$ cat config.mk
export PLATFORM = sky130hd
export DESIGN_NAME = match_monitor_flat
export DESIGN_NICKNAME = d
export VERILOG_FILES = /design/src/rtl/match_monitor_if.sv /design/src/rtl/match_monitor.sv /design/src/flat_wrapper.sv
export SDC_FILE = /design/constraint.sdc
export NUM_CORES = 1
export LEC_CHECK = 0
export BUFFER_PORTS_ARGS = -buffer_cell sky130_fd_sc_hd__clkbuf_2
export CAP_MARGIN = 20
export CORE_ASPECT_RATIO = 1.4
export CORE_UTILIZATION = 45
export CTS_BUF_LIST = sky130_fd_sc_hd__clkbuf_2 sky130_fd_sc_hd__clkbuf_4 sky130_fd_sc_hd__clkbuf_8
export DETAILED_ROUTE_END_ITERATION = 6
export PLACE_DENSITY_LB_ADDON = 0.05
export SYNTH_ARGS = -nofsm -noshare
export SYNTH_HDL_FRONTEND = slang
export SYNTH_SLANG_ARGS = --single-unit
$ cat constraint.sdc
create_clock -name clk -period 3.03 [get_ports clk]
set_clock_uncertainty 0.2 [all_clocks]
set_input_delay 0 -clock clk [delete_from_list [all_inputs] [get_ports clk]]
set_output_delay 0 -clock clk [all_outputs]
set_load 0.1 [all_outputs]
$ cat src/rtl/match_monitor_if.sv
// Bundles the recognizer-side inputs, the status/interrupt outputs and a debug
// view of the burst FSM state. The monitor connects through the slave modport.
interface match_monitor_if #(
    parameter int CNT_WIDTH = 8,
    parameter int GAP_WIDTH = 8,
    parameter int WIN_WIDTH = 8
);
    // No valid/ready pairs here: match_in is a one-cycle pulse per detection and
    // alarm_ack a one-cycle strobe; both are accepted unconditionally on the edge.
    logic                 match_in;
    logic                 clear;
    logic                 alarm_ack;
    logic [3:0]           threshold;
    logic [WIN_WIDTH-1:0] window;

    logic                 match_pulse;
    logic [CNT_WIDTH-1:0] match_count;
    logic                 overflow;
    logic [GAP_WIDTH-1:0] last_gap;
    logic                 gap_valid;
    logic                 burst_alarm;
    logic [1:0]           state_dbg;

    modport master (
        output match_in, clear, alarm_ack, threshold, window,
        input  match_pulse, match_count, overflow, last_gap, gap_valid,
               burst_alarm, state_dbg
    );

    modport slave (
        input  match_in, clear, alarm_ack, threshold, window,
        output match_pulse, match_count, overflow, last_gap, gap_valid,
               burst_alarm, state_dbg
    );
endinterface

$ cat src/rtl/match_monitor.sv
// Match statistics and burst alarm stage behind the 1101 recognizer: registered
// match pulse, saturating count, inter-match gap and a windowed burst detector.
module match_monitor #(
    parameter int CNT_WIDTH = 8,
    parameter int GAP_WIDTH = 8,
    parameter int WIN_WIDTH = 8
) (
    input  logic            clk,
    input  logic            rst,
    match_monitor_if.slave  bus
);
    typedef enum logic [1:0] {
        IDLE   = 2'd0,
        WINDOW = 2'd1,
        ALARM  = 2'd2
    } state_t;

    localparam logic [CNT_WIDTH-1:0] CNT_MAX = '1;
    localparam logic [GAP_WIDTH-1:0] GAP_MAX = '1;

    state_t               state_q, state_d;
    logic                 match_q, match_d;
    logic [CNT_WIDTH-1:0] count_q, count_d;
    logic                 overflow_q, overflow_d;
    logic [GAP_WIDTH-1:0] gap_cnt_q, gap_cnt_d;
    logic [GAP_WIDTH-1:0] last_gap_q, last_gap_d;
    logic                 gap_valid_q, gap_valid_d;
    logic                 seen_q, seen_d;
    logic [WIN_WIDTH-1:0] timer_q, timer_d;
    logic [3:0]           bcnt_q, bcnt_d;

    logic [GAP_WIDTH-1:0] gap_inc;
    logic [4:0]           bcnt_inc;
    logic                 burst_hit;

    always_comb begin
        gap_inc   = (gap_cnt_q == GAP_MAX) ? gap_cnt_q : gap_cnt_q + GAP_WIDTH'(1);
        bcnt_inc  = {1'b0, bcnt_q} + 5'd1;
        burst_hit = (bcnt_inc >= {1'b0, bus.threshold});
    end

    // Statistics path; only the registered match is ever counted.
    always_comb begin
        match_d     = bus.match_in;
        count_d     = count_q;
        overflow_d  = overflow_q;
        gap_cnt_d   = gap_inc;
        last_gap_d  = last_gap_q;
        gap_valid_d = gap_valid_q;
        seen_d      = seen_q;

        if (match_q) begin
            gap_cnt_d = '0;
            seen_d    = 1'b1;
            if (count_q == CNT_MAX) begin
                overflow_d = 1'b1;
            end else begin
                count_d = count_q + CNT_WIDTH'(1);
            end
            // The first match after reset/clear only arms the gap measurement.
            if (seen_q) begin
                last_gap_d  = gap_inc;
                gap_valid_d = 1'b1;
            end
        end

        if (bus.clear) begin
            count_d     = '0;
            overflow_d  = 1'b0;
            gap_cnt_d   = '0;
            last_gap_d  = '0;
            gap_valid_d = 1'b0;
            seen_d      = 1'b0;
        end
    end

    always_comb begin
        state_d = state_q;
        timer_d = timer_q;
        bcnt_d  = bcnt_q;

        case (state_q)
            IDLE: begin
                if (match_q) begin
                    if (bus.threshold == 4'd1) begin
                        state_d = ALARM;
                    end else if (bus.threshold >= 4'd2) begin
                        state_d = WINDOW;
                        timer_d = bus.window;
                        bcnt_d  = 4'd1;
                    end
                end
            end
            WINDOW: begin
                if (match_q && burst_hit) begin
                    state_d = ALARM;
                end else if (match_q) begin
                    // A match landing exactly on expiry starts a fresh window.
                    if (timer_q == '0) begin
                        timer_d = bus.window;
                        bcnt_d  = 4'd1;
                    end else begin
                        timer_d = timer_q - WIN_WIDTH'(1);
                        bcnt_d  = bcnt_inc[3:0];
                    end
                end else if (timer_q == '0) begin
                    state_d = IDLE;
                end else begin
                    timer_d = timer_q - WIN_WIDTH'(1);
                end
            end
            ALARM: begin
                if (bus.alarm_ack) begin
                    state_d = IDLE;
                end
            end
            default: state_d = IDLE;
        endcase

        if (bus.clear) begin
            state_d = IDLE;
            timer_d = '0;
            bcnt_d  = '0;
        end
    end

    always_ff @(posedge clk) begin
        if (rst) begin
            state_q     <= IDLE;
            match_q     <= 1'b0;
            count_q     <= '0;
            overflow_q  <= 1'b0;
            gap_cnt_q   <= '0;
            last_gap_q  <= '0;
            gap_valid_q <= 1'b0;
            seen_q      <= 1'b0;
            timer_q     <= '0;
            bcnt_q      <= '0;
        end else begin
            state_q     <= state_d;
            match_q     <= match_d;
            count_q     <= count_d;
            overflow_q  <= overflow_d;
            gap_cnt_q   <= gap_cnt_d;
            last_gap_q  <= last_gap_d;
            gap_valid_q <= gap_valid_d;
            seen_q      <= seen_d;
            timer_q     <= timer_d;
            bcnt_q      <= bcnt_d;
        end
    end

    assign bus.match_pulse = match_q;
    assign bus.match_count = count_q;
    assign bus.overflow    = overflow_q;
    assign bus.last_gap    = last_gap_q;
    assign bus.gap_valid   = gap_valid_q;
    assign bus.burst_alarm = (state_q == ALARM);
    assign bus.state_dbg   = state_q;
endmodule

$ cat src/flat_wrapper.sv
// flat-port wrapper written by rule: the top's interface ports become plain ports
module match_monitor_flat 
#(
    parameter int CNT_WIDTH = 8,
    parameter int GAP_WIDTH = 8,
    parameter int WIN_WIDTH = 8
)
  (clk, rst, bus_match_in, bus_clear, bus_alarm_ack, bus_threshold, bus_window, bus_match_pulse, bus_match_count, bus_overflow, bus_last_gap, bus_gap_valid, bus_burst_alarm, bus_state_dbg);
  match_monitor_if #(.CNT_WIDTH(CNT_WIDTH), .GAP_WIDTH(GAP_WIDTH), .WIN_WIDTH(WIN_WIDTH)) bus_i ();
  input  logic clk;
  input  logic rst;
  input wire logic [$bits(bus_i.match_in)-1:0] bus_match_in;
  input wire logic [$bits(bus_i.clear)-1:0] bus_clear;
  input wire logic [$bits(bus_i.alarm_ack)-1:0] bus_alarm_ack;
  input wire logic [$bits(bus_i.threshold)-1:0] bus_threshold;
  input wire logic [$bits(bus_i.window)-1:0] bus_window;
  output wire logic [$bits(bus_i.match_pulse)-1:0] bus_match_pulse;
  output wire logic [$bits(bus_i.match_count)-1:0] bus_match_count;
  output wire logic [$bits(bus_i.overflow)-1:0] bus_overflow;
  output wire logic [$bits(bus_i.last_gap)-1:0] bus_last_gap;
  output wire logic [$bits(bus_i.gap_valid)-1:0] bus_gap_valid;
  output wire logic [$bits(bus_i.burst_alarm)-1:0] bus_burst_alarm;
  output wire logic [$bits(bus_i.state_dbg)-1:0] bus_state_dbg;
  assign bus_i.match_in = bus_match_in;
  assign bus_i.clear = bus_clear;
  assign bus_i.alarm_ack = bus_alarm_ack;
  assign bus_i.threshold = bus_threshold;
  assign bus_i.window = bus_window;
  assign bus_match_pulse = bus_i.match_pulse;
  assign bus_match_count = bus_i.match_count;
  assign bus_overflow = bus_i.overflow;
  assign bus_last_gap = bus_i.last_gap;
  assign bus_gap_valid = bus_i.gap_valid;
  assign bus_burst_alarm = bus_i.burst_alarm;
  assign bus_state_dbg = bus_i.state_dbg;
  match_monitor #(.CNT_WIDTH(CNT_WIDTH), .GAP_WIDTH(GAP_WIDTH), .WIN_WIDTH(WIN_WIDTH)) u_core (.clk(clk), .rst(rst), .bus(bus_i));
endmodule
After elaboration in Yosys (flattened, before gate mapping)
Cells that the tools add are included.

word-level totals
  bits in registers = 42
  input port bits = 17
  output and inout bits = 22

cells by class
  add/sub/neg operators = 4
  $lt $le $gt $ge = 2
  equal/unequal tests = 15
  multiplexer cells = 24
  bitwise logic cells = 1
  reductions and logical operators = 12

operators with widths
  operator                                               count
  2-to-1 mux 8 bit                                       8
  2-to-1 mux 4 bit                                       6
  adder 8 x 1 -> 8 bit, second input constant            2
  == test 8 bit, second input constant                   2
  one-hot mux 8 bit (2 select lines)                     1
  2-to-1 mux 2 bit                                       7
  AND reduction 6 bit                                    2
  zero test 8 bit                                        1
  one-hot mux 4 bit (2 select lines)                     1
  subtractor 8 x 1 -> 8 bit, second input constant       1
  inequality test 2 x 1 -> 1 bit, second input constant  3
  inequality test 2 bit, second input constant           3
  inequality test 3 x 1 -> 1 bit, second input constant  2
  one-hot mux 2 bit (3 select lines)                     1
  AND reduction 2 bit                                    3
  adder 4 x 1 -> 5 bit, second input constant            1
  >= comparator 5 x 4 -> 1 bit                           1
  AND reduction 5 bit                                    1
  == test 4 x 1 -> 1 bit, second input constant          1
  >= comparator 4 x 2 -> 1 bit, second input constant    1
  inequality test 3 x 2 -> 1 bit, second input constant  1
  inequality test 3 bit, second input constant           1
  OR reduction 3 bit                                     1
  == test 2 x 1 -> 1 bit, second input constant          1
  other kinds (6)                                        6

Depth between registers and ports, before layout
Gate-level depths: netlist of run 1.

  depth in word-level cells = 5
  gate-level depth with buffers = 9
  mapped depth without buffers = 9

Worst setup path before layout of run 1
No wires, ideal clock.

  path type = flip-flop to output port
  start point = register u_core.state_q[1], in the netlist u_core.bus.state_dbg[1]
  end point = output bus_burst_alarm
  arrival = 2,467 ps
  required time = 2,830 ps
  path slack = 363 ps
  stages on the path, launching flop included = 2
  buffers on the path = 0
  cell sequence = dfxtp_1 -> nor2b_1

between the ends
  longest elaborated chain between the ends = 1

RTL lines
  what                      RTL line              RTL
  start: declaration        match_monitor.sv:21   state_t state_q, state_d;
  start signal: assignment  match_monitor.sv:140  state_q <= state_d;
  == test 2 bit             match_monitor.sv:158  assign bus.burst_alarm = (state_q == ALARM);
  end: declaration          flat_wrapper.sv:22    output wire logic [$bits(bus_i.burst_alarm)-1:0] bus_burst_alarm;

Every way passes these cells.

Final worst setup path of run 1
  start point = register u_core.bcnt_q[0]
  end point = register u_core.timer_q[6]

between the ends
  longest elaborated chain between the ends = 5

RTL lines
  what                             RTL line              RTL
  start: declaration               match_monitor.sv:30   logic [3:0] bcnt_q, bcnt_d;
  start signal: assignment         match_monitor.sv:149  bcnt_q <= bcnt_d;
  adder 4 x 1 -> 5 bit             match_monitor.sv:38   bcnt_inc = {1'b0, bcnt_q} + 5'd1;
  >= comparator 5 x 4 -> 1 bit     match_monitor.sv:39   burst_hit = (bcnt_inc >= {1'b0, bus.threshold});
  logical AND 1 bit                match_monitor.sv:95   if (match_q && burst_hit) begin
  inequality test 2 bit (no line)  -
  AND reduction 6 bit (no line)    -
  end signal: assignment           match_monitor.sv:148  timer_q <= timer_d;
  end: declaration                 match_monitor.sv:29   logic [WIN_WIDTH-1:0] timer_q, timer_d;

Every way passes these cells.
A chain may end at the register's enable or synchronous reset.

==> results.txt, run 1 <==
CTS Sinks - 42
Max_slew headroom - 0.5446
Final setup vio count - 0
Max Cap Viol - 0
Gpl congestion - 0.8436
Clk Latency, worst-skew pair - 0.29 ns
Pins Over Slew Limit - 0
Warnings, synthesis - 0
Worst vdd ir - 0.2565 mV
Via count - 2062
Congestion Overflow GR - 0
Port Buf Inserts - 38
WL/cell - 13.98 um
Residual DRC - 0
Critical path peak fanout - 8
Slowest CP cell - or4_1
Clk slew on worst S/H paths - 0.08 ns
Die H - 85.15 um
Final Power - 1.149 mW
Post-synthesis sequential area ratio - 0.3784
CTS tree - done
Vias in the first global route - 1973
Largest delay share family, worst path - simple AND/OR/NAND/NOR gates
Top-area cell type share of the netlist area - 0.3784
Leakage - 1.042 nW
Largest net degree at the start of global routing - 34
Post-CTS Setup Bufs - 0
Iter 0 DRT Violations - 118
Top post-synthesis cells by count - 42 x dfxtp_1, 39 x nor2_1, 19 x nand2_1, 16 x a21oi_1
1st-pass router iterations - 4
I/O pins - 39
Row cnt - 29
Unrepaired setup endpoints after global routing - no
Hold Crit Class - in2reg
Post-Syn Area - 0.002222 mm^2
Count leader, synth - dfxtp_1
Flop-to-flop setup slack - 0.20 ns
Worst Tran Pin Value - 0.6831 ns
Outcome - finished, final reports clean
PwrDens - 426.9 mW/mm^2
Clock Tree Root - clkbuf_8
Synth Register Bits - 42
Syn_nets - 285
Cell variety after synth - 53
Critical Path Start Type - flop
CTS-repair resized insts - 0
Pre-CTS setup slack - 0.2226 ns
Number of diodes - 0
Area grow syn2layout - 21.11%
Slowest stage delay, CP - 0.52 ns
PnR worst setup slack - 0.1981 ns
Syn Area/Cell - 8.547 um^2
Clock Path Buffers - 2
Initial Util - 0.4784
Die area - 0.005227 mm^2
Primary FF master, synth - dfxtp_1
First-pass GRT wire length - 8542 um
CP Buf/Inv Count - 0
ANT nets after route - 0
CP Class - reg2reg
Final layout net count - 335
Crit path cell chain - ha_1 -> nor2b_1 -> or2_2 -> ha_1 -> a21oi_1 -> o21ai_2 -> a41o_4 -> or4_1 -> a21oi_1
CTS Buf Count - 5
Placeable Area - 0.004644 mm^2
Synth Instances - 260
# H-tree levels - 2
Antenna violations before repair - 0
Asr flop ratio synth - 0
Synth area leaders - dfxtp_1 38%, nor2_1 6.6%, ha_1 4.5%
GRT Util Overall - 0.2140
Number of enable flip-flop cells after synthesis - 0
Required time worst endpoint - 3.05 ns
Minimum clock period - 2.832 ns
Final Hold Viols - 0
Fmax - 353.1 MHz
Vias per inst - 5.528
Tcrit/Tclk final - 0.9346
Cell accounting for the most synthesized area - dfxtp_1
Setup crit end kind - flop
Crit path DAT - 2.85 ns
Die X - 61.39 um
Setup TNS - 0 ns
Fraction of layout cells with a size suffix above 1 - 0.1961
WL final - 5216 um
DP HPWL - 3696 um
==> routing by layer <==
metal	up-vias	wire, um	track usage
met5	-	0	0
met4	0	53	0.07071
met3	5	140	0.04573
met2	41	2726	0.3883
met1	959	2295	0.2372
li1	1057	-	-
==> final cells by class <==
class                   instances  area (um^2)
fillers                       496         1953
multi-input cells             201         1300
flip-flops and latches         42        840.8
repair buffers                 53        332.8
well taps                      62        77.57
clock buffers                   6        76.32
clock inverters                 2        37.54
inverters                       7        26.28
==> where the power goes <==
part	internal, mW	leakage [nW]	switching [mW]
registers	0.559	0.340	0.0113
logic	0.0488	0.648	0.0769
clock network	0.255	0.0548	0.198
==> kinds of logic after synthesis <==
kind of cell,share of synthesized area
muxes,0.02815
adders and majority gates,0.04505
DFF,0.3784
xor gates and xnor gates,0.03941
buffers and inverters,0.03660
AOI/OAI and AO/OA,0.2157
and+or+nand+nor,0.2568
==> worst paths after layout <==
check,depth (start not counted),start,end
worst min register to register,2,u_core.bus.last_gap[7]$_SDFFE_PP0P_,u_core.bus.last_gap[7]$_SDFFE_PP0P_
worst max register to register,9,u_core.bcnt_q[0]$_SDFFE_PP0P_,u_core.timer_q[6]$_SDFFE_PP0P_
worst min-delay path,5,bus_threshold[0],u_core.bus.state_dbg[1]$_SDFFE_PP0P_
worst max-delay path,9,u_core.bcnt_q[0]$_SDFFE_PP0P_,u_core.timer_q[6]$_SDFFE_PP0P_
==> repair_timing <==
item	CTS	global route
hold buffers	12	0
endpoints found under the setup margin	0	0
hold endpoints to repair	11	0
==> worst reg2reg max path, delay by kind of cell (launching register included) <==
kind | cells | cell delay, ns
AOI/OAI and AO/OA | 4 | 0.73
adders and majority gates | 2 | 0.52
DFF | 1 | 0.35
and+or+nand+nor | 3 | 0.94
==> placed cells by master, fill, tap and decap left out, types with 3 or more instances in the layout <==
| master | n |
|---|---|
| o211ai_1 | 4 |
| nand4_1 | 3 |
| inv_1 | 7 |
| a22oi_1 | 3 |
| nand2_1 | 19 |
| nor2_1 | 39 |
| a31oi_1 | 5 |
| nand2b_1 | 5 |
| ha_1 | 8 |
| xnor2_1 | 5 |
| nor2b_1 | 8 |
| dlygate4sd3_1 | 12 |
| mux2i_1 | 4 |
| a211oi_1 | 8 |
| dfxtp_1 | 42 |
| buf_4 | 3 |
| o311ai_0 | 4 |
| and2_1 | 3 |
| and3_1 | 4 |
| a21oi_1 | 16 |
| clkbuf_2 | 38 |
| clkbuf_8 | 5 |
| or2_2 | 3 |
| nor3_1 | 6 |
| nand3_1 | 6 |
| xor2_1 | 5 |
| o31ai_1 | 6 |
| nor3b_1 | 3 |
==> registers in the layout, indices dropped and copies added (netlist names) <==
signal and flops:
u_core.timer_q 8, u_core.bus.overflow 1, u_core.bus.last_gap 8, u_core.bus.match_count 8, u_core.gap_cnt_q 8, u_core.bcnt_q 4, u_core.bus.match_pulse 1, u_core.bus.gap_valid 1
u_core.seen_q 1, u_core.bus.state_dbg 2
==> stage by stage <==
step	utilization	hold slack (ns)	cells	area, um^2
6_report	0.5795	0.02830	373	2691
5_1_grt	0.5795	0.06948	373	2691
4_1_cts	0.5795	0.03103	373	2691
3_5_place_dp	0.5291	-0.007632	353	2457
3_3_place_gp	0.5291	-0.01563	353	2457
2_1_floorplan	-	-0.1284	260	2222
(Power assumes the default switching activity.)
==> run 2, diff against run 1 <==
- MAX_ROUTING_LAYER: default -> met4
==> run 2 against run 1 <==
Net effect: maximum frequency up 0.24%; first-iteration DRC count down 24%; sequential power about the same; register-to-register slack about the same; final cell count unchanged; global-route usage up 0.61 points; non-clock buffer count unchanged; critical path type unchanged.
==> results.txt, run 2 (same netlist as run 1, synthesis figures left out) <==
Max_slew headroom - 0.5521
Die H - 85.15 um
Placeable Area - 0.004644 mm^2
Worst vdd ir - 0.2563 mV
Iter 0 DRT Violations - 90
Setup TNS - 0 ns
Minimum clock period - 2.825 ns
Vias per inst - 5.544
# H-tree levels - 2
Required time worst endpoint - 3.05 ns
Clk Latency, worst-skew pair - 0.29 ns
I/O pins - 39
ANT nets after route - 0
CP Class - reg2reg
Vias in the first global route - 1975
Final setup vio count - 0
DP HPWL - 3696 um
Initial Util - 0.4784
WL final - 5203 um
Most frequent cells in the layout - 42 x dfxtp_1, 39 x nor2_1, 38 x clkbuf_2
Tcrit/Tclk final - 0.9324
Row cnt - 29
Unrepaired setup endpoints after global routing - no
Crit path DAT - 2.84 ns
Hold Crit Class - in2reg
Critical path peak fanout - 8
Fmax - 354.0 MHz
Leakage - 1.042 nW
Pins Over Slew Limit - 0
Setup crit end kind - flop
Residual DRC - 0
CTS Buf Count - 5
PwrDens - 427.7 mW/mm^2
CTS Sinks - 42
Fillers - 496
First-pass GRT wire length - 8542 um
GRT Max-Usage Layer - met2
Gpl congestion - 0.8568
Max Cap Viol - 0
Commonest non-fill, non-tap cell in the layout - dfxtp_1
Die X - 61.39 um
Final Power - 1.151 mW
Congestion Overflow GR - 0
Outcome - finished, final reports clean
Clock Path Buffers - 2
Clk slew on worst S/H paths - 0.08 ns
Met1 usage - 0.2381
Met2 GRT Util - 0.3874
Area grow syn2layout - 21.11%
CTS tree - done
Number of diodes - 0
GRT Util Overall - 0.2201
Flop-to-flop setup slack - 0.20 ns
Fraction of layout cells with a size suffix above 1 - 0.1961
Die area - 0.005227 mm^2
Critical Path Start Type - flop
Clock Tree Root - clkbuf_8
Met3 Track Usage GR - 0.04573
Largest net degree at the start of global routing - 34
Final layout net count - 335
1st-pass router iterations - 4
Antenna violations before repair - 0
CTS-repair resized insts - 0
Port Buf Inserts - 38
Worst Tran Pin Value - 0.6719 ns
WL/cell - 13.95 um
Final Hold Viols - 0
Via count - 2068
-- run 2: cell counts in the layout (fill, tap and decap cells not counted) --
Identical to the previous run, type by type.
-- run 2: stage by stage --
| step | utilization | instances | hold slack, ns | instance area [um^2] | setup slack, ns |
|---|---|---|---|---|---|
| detailed placement | 0.5291 | 353 | -0.007632 | 2457 | 0.2226 |
| CTS | 0.5795 | 373 | 0.03103 | 2691 | 0.2083 |
| global placement | 0.5291 | 353 | -0.01563 | 2457 | 0.2840 |
| finish | 0.5795 | 373 | 0.02612 | 2691 | 0.2049 |
| global route | 0.5795 | 373 | 0.06948 | 2691 | 0.04693 |
| floorplan | - | 260 | -0.1284 | 2222 | 0.3629 |
-- run 2: final timing paths --
path	startpoint	end	cells after the start
worst max register to register	u_core.bcnt_q[0]$_SDFFE_PP0P_	u_core.timer_q[6]$_SDFFE_PP0P_	9
worst min-delay path	bus_threshold[0]	u_core.bus.state_dbg[1]$_SDFFE_PP0P_	5
worst min register to register	u_core.bus.last_gap[7]$_SDFFE_PP0P_	u_core.bus.last_gap[7]$_SDFFE_PP0P_	2
worst max-delay path	u_core.bcnt_q[0]$_SDFFE_PP0P_	u_core.timer_q[6]$_SDFFE_PP0P_	9
-- run 2: metal layers --
metal / up-vias / share of wire
met5: - / 0
met4: 0 / 0.013
met3: 7 / 0.031
met2: 46 / 0.52
met1: 959 / 0.43
li1: 1056 / -
-- run 2: report_power, final --
group | internal (mW) | switching [mW]
registers | 0.559 | 0.0113
logic | 0.0488 | 0.0766
clock network | 0.255 | 0.200
-- run 2: repair_timing --
item                       CTS  global route
hold endpoints to repair    11             0
buffers inserted             0             0
hold buffers                12             0
setup endpoints to repair    0             0
-- run 2: critical path: stages, from the launching register on --
cell     delay, ns
dfxtp_1       0.35
ha_1          0.23
nor2b_1       0.14
or2_2         0.27
ha_1          0.29
a21oi_1       0.16
o21ai_2       0.11
a41o_4        0.33
or4_1         0.52
a21oi_1       0.13
-- run 2: layout make-up --
type,instances,area (um^2),share of cell area
Multi-Input combinational cell,201,1300,0.4830
Sequential cell,42,840.8,0.3124
Timing Repair Buffer,53,332.8,0.1237
Tap cell,62,77.57,0.02882
Clock buffer,6,76.32,0.02836
Clock inverter,2,37.54,0.01395
Inverter,7,26.28,0.009763
==> run 3, diff against run 2 <==
- GPL_TIMING_DRIVEN: default -> 0
- RECOVER_POWER: default -> 100
==> run 3 against run 2 <==
Net effect: die area stayed put; first-iteration DRC count is 3.3% higher; flip-flop and latch count stayed put; power is 9.4% lower; register-to-register slack hardly changed; final cell count is 1.6% higher; global-route usage is 0.69 points higher; critical path type unchanged; critical endpoint unchanged; highest routed layer unchanged.
==> results.txt, run 3 (same netlist as run 1, synthesis figures left out) <==
Congestion Overflow GR - 0
Slowest CP cell - or4_1
Register area - 840.8 um^2
Worst vdd ir - 0.2138 mV
Die X - 61.39 um
Met2 WL - 2812 um
Critical Path Start Type - flop
Setup TNS - 0 ns
Die H - 85.15 um
Pre-CTS setup slack - 0.1896 ns
I/O pins - 39
PwrDens - 393.2 mW/mm^2
Hold Crit Class - in2reg
Leakage - 0.9627 nW
Residual DRC - 0
First-pass GRT wire length - 8680 um
Vias in the first global route - 1974
Commonest non-fill, non-tap cell in the layout - dfxtp_1
CTS-repair resized insts - 0
Row cnt - 29
Final layout net count - 342
PnR worst setup slack - 0.1984 ns
Worst Tran Pin Value - 1.189 ns
Pins Over Slew Limit - 0
Fraction of layout cells with a size suffix above 1 - 0.1167
Gpl congestion - 0.8763
Clk Latency, worst-skew pair - 0.29 ns
Setup crit end kind - flop
Fmax - 353.2 MHz
CTS Buf Count - 5
RR Startpoint - u_core.bcnt_q[0]$_SDFFE_PP0P_
Max_slew headroom - 0.2105
Via count - 2096
Unrepaired setup endpoints after global routing - no
Dpl cells - 360
Final Non-Filler Cells - 379
Minimum clock period - 2.832 ns
Crit path DAT - 2.86 ns
Critical path peak fanout - 8
M1 wire length - 2362 um
Vias per inst - 5.530
Flop-to-flop setup slack - 0.20 ns
Post-CTS Setup Bufs - 0
WHS Path Cells - 5
Antenna violations before repair - 0
Uppermost routed layer - met4
CTS Sinks - 42
Area grow syn2layout - 19.37%
Max Cap Viol - 0
GRT Util Overall - 0.2270
Initial Util - 0.4784
Slowest stage delay, CP - 0.52 ns
Placeable Area - 0.004644 mm^2
Register-to-Register Path Depth - 9
Clk slew on worst S/H paths - 0.08 ns
Final Hold Viols - 0
Largest delay share family, worst path - simple AND/OR/NAND/NOR gates
Iter 0 DRT Violations - 93
Clock Tree Root - clkbuf_8
Crit path cell chain - ha_1 -> nor2b_1 -> or2_2 -> ha_1 -> a21oi_1 -> o21ai_2 -> a41o_4 -> or4_1 -> a21oi_1
Port Buf Inserts - 38
Clock Path Buffers - 2
Fillers - 500
Routed wl met3 - 119 um
CP Class - reg2reg
Outcome - finished, final reports clean
Final setup vio count - 0
Worst Hold Path EP - u_core.bus.state_dbg[1]$_SDFFE_PP0P_
WL final - 5360 um
RR Endpoint - u_core.timer_q[6]$_SDFFE_PP0P_
CTS tree - done
Largest net degree at the start of global routing - 13
Required time worst endpoint - 3.06 ns
Number of diodes - 0
ANT nets after route - 0
WL/cell - 14.14 um
Footprint of the multi-input gates - 0.001300 mm^2
1st-pass router iterations - 4
CP Buf/Inv Count - 0
Most frequent cells in the layout - 42 x dfxtp_1, 39 x nor2_1, 29 x clkbuf_1
DP HPWL - 3950 um
# H-tree levels - 2
Hold Startpoint - bus_threshold[0]
Tcrit/Tclk final - 0.9345
Die area - 0.005227 mm^2
[run 3: cell count changes in the layout (fill, tap and decap cells not counted), moves of 2 or more]
| cell | change |
|---|---|
| clkinv_2 | +2 |
| buf_2 | +2 |
| clkbuf_1 | +29 |
| clkbuf_2 | -23 |
[run 3: area by class of cell]
class                   count  share of cell area
clock buffers               5             0.02594
repair buffers             50              0.1061
well taps                  62             0.02925
inverters                   7            0.009906
flip-flops and latches     42              0.3170
multi-input cells         201              0.4901
clock inverters             2            0.003774
plain buffers              10             0.01792
[run 3: what timing repair did]
| action | in CTS | in global routing |
|---|---|---|
| endpoints found under the hold margin | 11 | 0 |
| hold buffers | 12 | 0 |
| endpoints found under the setup margin | 0 | 0 |
[run 3: where the power goes]
part           leakage (nW)  switching [mW]  internal, mW
clock network        0.0438           0.190         0.155
registers             0.340         0.00881         0.559
logic                 0.579          0.0807        0.0500
total                 0.963           0.279         0.764
[run 3: per-layer routing]
layer	vias up	GRT usage
met1	988	0.2441
met3	6	0.04116
met5	-	-
met4	0	0.07475
met2	31	0.4042
li1	1071	-
[run 3: worst max path at each step]
stage,start,to,slack (ns),depth (start not counted)
after floorplan,u_core.bus.state_dbg[1]$_SDFFE_PP0P_,bus_burst_alarm,0.36,1
after global placement,u_core.bcnt_q[0]$_SDFFE_PP0P_,u_core.timer_q[6]$_SDFFE_PP0P_,0.23,9
after detailed placement,u_core.bcnt_q[0]$_SDFFE_PP0P_,u_core.timer_q[6]$_SDFFE_PP0P_,0.19,9
after CTS,u_core.bcnt_q[0]$_SDFFE_PP0P_,u_core.timer_q[6]$_SDFFE_PP0P_,0.18,9
after global routing,u_core.bcnt_q[0]$_SDFFE_PP0P_,u_core.timer_q[4]$_SDFFE_PP0P_,0.02,9
final,u_core.bcnt_q[0]$_SDFFE_PP0P_,u_core.timer_q[6]$_SDFFE_PP0P_,0.20,9
[run 3: metrics by stage]
stage	utilization	instance area (um^2)	hold WS (ns)	power, mW
floorplan	-	2222	-0.1284	0.6646
global placement	0.5361	2490	-0.007913	0.7012
detailed placement	0.5361	2490	-0.002320	0.7014
CTS	0.5789	2689	0.01602	1.055
global route	0.5711	2653	0.05068	1.089
finish	0.5711	2653	0.01395	1.043
[run 3: tightest hold or removal path: stages]
cell	delay [ns]
clkbuf_2	0.10
nand2_1	0.05
mux2_2	0.14
o32a_1	0.14
nor2_1	0.04
